<file path="config.mk">
export PLATFORM = sky130hd
export DESIGN_NAME = div_unit
export DESIGN_NICKNAME = d
export VERILOG_FILES = /design/src/rtl/div_unit.sv
export SDC_FILE = /design/constraint.sdc
export NUM_CORES = 1
export LEC_CHECK = 0
export ABC_AREA = 1
export BUFFER_PORTS_ARGS = -buffer_cell sky130_fd_sc_hd__buf_2
export CAP_MARGIN = 20
export CORE_MARGIN = 1.5
export CORE_UTILIZATION = 61
export DETAILED_ROUTE_END_ITERATION = 7
export GPL_TIMING_DRIVEN = 0
export HOLD_SLACK_MARGIN = 0.03
export PLACE_DENSITY = 0.83
export SKIP_CTS_REPAIR_TIMING = 1
export SYNTH_ARGS = -nofsm -noshare
export SYNTH_HDL_FRONTEND = slang
export SYNTH_SLANG_ARGS = --single-unit
</file>
<file path="constraint.sdc">
create_clock -name clk -period 10 [get_ports clk]
set_input_delay 0 -clock clk [delete_from_list [all_inputs] [get_ports clk]]
set_output_delay 0 -clock clk [all_outputs]
set_load 0.05 [all_outputs]
</file>
<file path="src/rtl/div_unit.sv">
// Iterative restoring divider for RV32M DIV/DIVU/REM/REMU: one quotient bit per cycle,
// busy while working, one-cycle div_done pulse with result and rd. Only XLEN = 32 is supported.
module div_unit #(
  parameter int XLEN = 32
) (
  input  logic            clk,
  input  logic            rst,
  input  logic            div_start,
  input  logic [2:0]      div_op,
  input  logic            is_div_instruction,
  input  logic [XLEN-1:0] dividend,
  input  logic [XLEN-1:0] divisor,
  input  logic [4:0]      rd_in,
  output logic            busy,
  output logic            div_done,
  output logic [XLEN-1:0] result,
  output logic [4:0]      rd_out,
  output logic [1:0]      dbg_state
);

  localparam int CW = $clog2(XLEN);

  typedef enum logic [1:0] {
    IDLE = 2'd0,
    CALC = 2'd1,
    DONE = 2'd2
  } state_t;

  state_t          state;
  logic            op_rem;
  logic            q_neg;
  logic            r_neg;
  logic            div_zero;
  logic [XLEN-1:0] a_raw;
  logic [XLEN-1:0] b_mag;
  logic [CW-1:0]   count;
  logic [XLEN:0]   rem;
  logic [XLEN-1:0] quo;

  logic            accept;
  logic            signed_in;
  logic [XLEN-1:0] a_mag_in;
  logic [XLEN-1:0] b_mag_in;
  logic [XLEN:0]   rem_sh;
  logic [XLEN-1:0] quo_sh;
  logic [XLEN:0]   trial;
  logic [XLEN-1:0] q_fix;
  logic [XLEN-1:0] r_fix;
  logic [XLEN-1:0] final_val;

  assign dbg_state = state;

  // Handshake: a request is the level div_start & is_div_instruction & div_op[2],
  // taken only in IDLE; anything seen in CALC or DONE is dropped, not queued.
  always_comb begin
    accept    = (state == IDLE) && div_start && is_div_instruction && div_op[2];
    signed_in = ~div_op[0];
    a_mag_in  = (signed_in && dividend[XLEN-1]) ? (~dividend + 1'b1) : dividend;
    b_mag_in  = (signed_in && divisor[XLEN-1])  ? (~divisor + 1'b1)  : divisor;
  end

  // One restoring step: shift the next dividend bit in from quo, then trial-subtract.
  always_comb begin
    rem_sh = {rem[XLEN-1:0], quo[XLEN-1]};
    quo_sh = {quo[XLEN-2:0], 1'b0};
    trial  = rem_sh - {1'b0, b_mag};
  end

  always_comb begin
    q_fix = q_neg ? (~quo + 1'b1) : quo;
    r_fix = r_neg ? (~rem[XLEN-1:0] + 1'b1) : rem[XLEN-1:0];
    if (div_zero) begin
      final_val = op_rem ? a_raw : {XLEN{1'b1}};
    end else begin
      final_val = op_rem ? r_fix : q_fix;
    end
  end

  always_ff @(posedge clk or posedge rst) begin
    if (rst) begin
      state    <= IDLE;
      busy     <= 1'b0;
      div_done <= 1'b0;
      result   <= '0;
      rd_out   <= '0;
      op_rem   <= 1'b0;
      q_neg    <= 1'b0;
      r_neg    <= 1'b0;
      div_zero <= 1'b0;
      a_raw    <= '0;
      b_mag    <= '0;
      count    <= '0;
      rem      <= '0;
      quo      <= '0;
    end else begin
      div_done <= 1'b0;
      case (state)
        IDLE: begin
          if (accept) begin
            op_rem   <= div_op[1];
            rd_out   <= rd_in;
            q_neg    <= signed_in & (dividend[XLEN-1] ^ divisor[XLEN-1]);
            r_neg    <= signed_in & dividend[XLEN-1];
            div_zero <= (divisor == '0);
            a_raw    <= dividend;
            b_mag    <= b_mag_in;
            count    <= '0;
            rem      <= '0;
            quo      <= a_mag_in;
            busy     <= 1'b1;
            state    <= (divisor == '0) ? DONE : CALC;
          end
        end
        CALC: begin
          if (!trial[XLEN]) begin
            rem <= trial;
            quo <= quo_sh | {{(XLEN-1){1'b0}}, 1'b1};
          end else begin
            rem <= rem_sh;
            quo <= quo_sh;
          end
          count <= count + 1'b1;
          if (count == CW'(XLEN - 1)) begin
            state <= DONE;
          end
        end
        DONE: begin
          result   <= final_val;
          div_done <= 1'b1;
          busy     <= 1'b0;
          state    <= IDLE;
        end
        default: begin
          state <= IDLE;
          busy  <= 1'b0;
        end
      endcase
    end
  end

endmodule

</file>
==> implementation parameters <==
Parameter                              Value

GRT
  Number of antenna violations at the first check in global routing    2
  Total GRT Usage    42.4%
  Overflow after GRT    0
  Vias in the first global route    14.5k
  First-pass GRT wire length    77,700 µm
  Maximum number of pins on one net before global-route repair    100

Setup path
  Worst Path Required    10.40 ns
  Number of buffer and inverter instances along the worst setup path    5
  Critical path arrival    3.48 ns
  Worst flop-to-flop path startpoint    dbg_state[1]$_DFFE_PP0P_
  Launch point of the worst path    dbg_state[1]$_DFFE_PP0P_
  Cell type group with the largest total delay on the critical path    buffers and inverters
  Critical path class    reg2reg
  Cell breakdown of the critical path    nor2_1, nand4_2, inv_1, buf_2, buf_2, nand3_1, dlygate4sd3_1, nand3b_1, dlygate4sd3_1
  Cell at the slowest stage of the critical path    dlygate4sd3_1
  Worst-path fanout max    10
  Peak per-stage delay on the critical path    0.57 ns
  Endpoint class of the critical path    register
  Critical path startpoint category    register

Logic synthesis
  Fraction of the yosys area taken by sequential cells    31.8%
  Number of enable-type register cells in the synthesized netlist    0
  Post-synth top cells    nand2_1 (677), inv_1 (304), nand3_1 (249), nor2_1 (188), dfrtp_1 (178)
  Number of warnings reported in the yosys synthesis log    0
  Share of the synthesized area in the top cell type    31.8%
  Syn Std Cell Area    14,000 µm²
  Async SR Flop Fraction    100%
  Dominant cell by count in the synthesized netlist    nand2_1
  Nets in the synthesized netlist    2,321
  Top post-synthesis cells by area    dfrtp_1 (32%), nand2_1 (18%), nand3_1 (8.9%), inv_1 (8.1%), nor2_1 (5.0%)
  Cell accounting for the most synthesized area    dfrtp_1
  Mean instance size in the synthesized netlist    6.35 µm²
  Synth Flop Type    dfrtp_1
  Register bit total from synthesis    178
  Mapped Cells    2,206
  Synth unique cells    52

STA
  Period utilisation layout    30.8%
  Min setup slack post-route    6.92 ns
  Final hold slack    -0.0160 ns
  Largest clock skew in the final design    0.0172 ns
  Fin. max-slew vios    0
  Final min period    3.08 ns
  Final-layout setup total negative slack    0 ns
  Tightest Pin Transition    0.768 ns
  Max-slew headroom at the worst pin    48.6%
  Count of endpoints failing hold in the final timing report    1
  Unrepaired setup endpoints after global routing    false
  Upper clock frequency limit    0.325 GHz
  Number of setup violations in the final report    0

Clock network
  TritonCTS clock tree    built
  Clock slew at the register clock pins of the worst setup and hold paths    0.09 ns
  Maximum clock insertion buffer count    2
  Clock Latency Late Sink    0.46 ns
  H-tree levels    4
  Clock Root Buffer    clkbuf_16
  Clock Sink Count    178
  Clock buffer count from CTS    17

Run
  Max-cap viol count    0

Floorplan
  Core area    22,600 µm²
  Starting Density    62.0%
  Top-level port count    117
  Std cell rows    55
  Height of the chip    155 µm
  Width of the die    155 µm
  Area of the die    23,900 µm²

Power
  Total power divided by cell area    394 nW/µm²
  LEAKAGE    8.47 nW
  Post-layout total power    6.38 mW
  Worst IR Drop VDD    0.166 mV

Route
  Metal1 wirelength    20,800 µm
  Avg WL per Cell    19.0 µm
  Vias    16.2k
  Uppermost metal layer occupied by signal nets    met5
  Vias per std cell    5.98
  Antenna-violating nets left    0
  First DRT Iteration DRCs    2,154
  Total wire length after detailed routing    51,200 µm
  Number of detailed-route iterations in the first pass    7
  DRC viols    0
  Detail Route met2 WL    21,000 µm
  Met3 routed wirelength    7330 µm

Hold path
  Hold path startpoint    divisor[8]
  Kind of path behind the tightest hold check    in2reg

Final layout
  Fraction of layout cells with a size suffix above 1    9.57%
  Post-route non-filler standard cell count    2,701
  Area added between synthesis and finish    15.7%
  Nets    2,517

Status
  Result of the run    finished with violations
  Violations in the final reports    hold timing

Placement
  Worst setup slack before clock tree synthesis    7.25 ns
  Number of port buffers    116
  Placed cell count    2,608
  Global placement routability congestion    1.03
  Placed wire-length estimate    39,900 µm
[where the power goes]
group          internal (mW)  switching [mW]  leakage, nW
sequential              1.06           0.311         2.18
combinational           1.33            2.98         5.99
clock                  0.344           0.357        0.299
total                   2.73            3.65         8.47
[logic make-up after synthesis]
| group | synth area share (%) |
|---|---|
| AND/OR/NAND/NOR | 38.0 |
| flip-flops | 31.8 |
| buffers and inverters | 10.8 |
| adder cells (fa/ha/maj) | 3.54 |
| XOR/XNOR | 2.19 |
| AO/OA/AOI/OAI | 13.7 |
[sequential cells by signal, summed over array words and instances (netlist names), 2 cells and up]
| signal | count |
|---|---|
| a_raw | 32 |
| count | 5 |
| rem | 32 |
| b_mag | 32 |
| result | 32 |
| dbg_state | 2 |
| quo | 32 |
| rd_out | 5 |
[worst min-delay path: stages]
cell and delay (ns):
buf_2 0.11, inv_1 0.06, xor2_1 0.08, o21ai_0 0.13
[layout by cell type, fill, tap and decap left out, types with 16 or more instances in the layout]
cell type	count
nor3_1	20
a31oi_1	16
clkbuf_1	52
o211ai_1	19
inv_1	303
ha_1	38
dlygate4sd3_1	60
nand2_2	29
nand4_1	30
clkbuf_16	17
buf_2	128
nor2_1	188
o22ai_1	23
nand3b_1	18
nand2_1	677
xor2_1	28
nand3_1	249
o21ai_0	127
a21oi_1	92
dfrtp_1	178
[final timing paths]
kind,end,slack (ns),cells after the start
worst max register to register,quo[29]$_DFFE_PP0P_,6.92,9
worst min-delay path,b_mag[8]$_DFFE_PP0P_,-0.02,4
max in group asynchronous,quo[9]$_DFFE_PP0P_,8.91,4
worst max-delay path,quo[29]$_DFFE_PP0P_,6.92,9
worst min register to register,result[29]$_DFFE_PP0P_,0.48,2
min in group asynchronous,result[30]$_DFFE_PP0P_,0.18,3
[layer usage]
layer,vias up,track usage [%]
met5,-,0
met3,165,15.0
met4,2,15.6
li1,7547,-
met1,7399,59.2
met2,1042,60.2
[through the flow]
stage / utilization, % / area, µm² / hold slack, ns
global route: 71.8 / 16200 / 0.0462
floorplan: - / 14000 / 0.0960
global placement: 66.2 / 14900 / 0.192
CTS: 69.1 / 15600 / -0.368
detailed placement: 66.4 / 15000 / 0.108
finish: 71.8 / 16200 / -0.0160
[layout make-up]
class                      count  area (µm²)
timing repair buffer         177        1210
sequential                   178        4450
tap                          285         357
inverter                     316        1190
buffer                        72         324
clock inverter                15         196
multi-input combinational   1640        8040
fill                        1931        6370
antenna                        1        2.50
clock buffer                  17         425
Note: power is estimated with default switching activity, not from simulation.
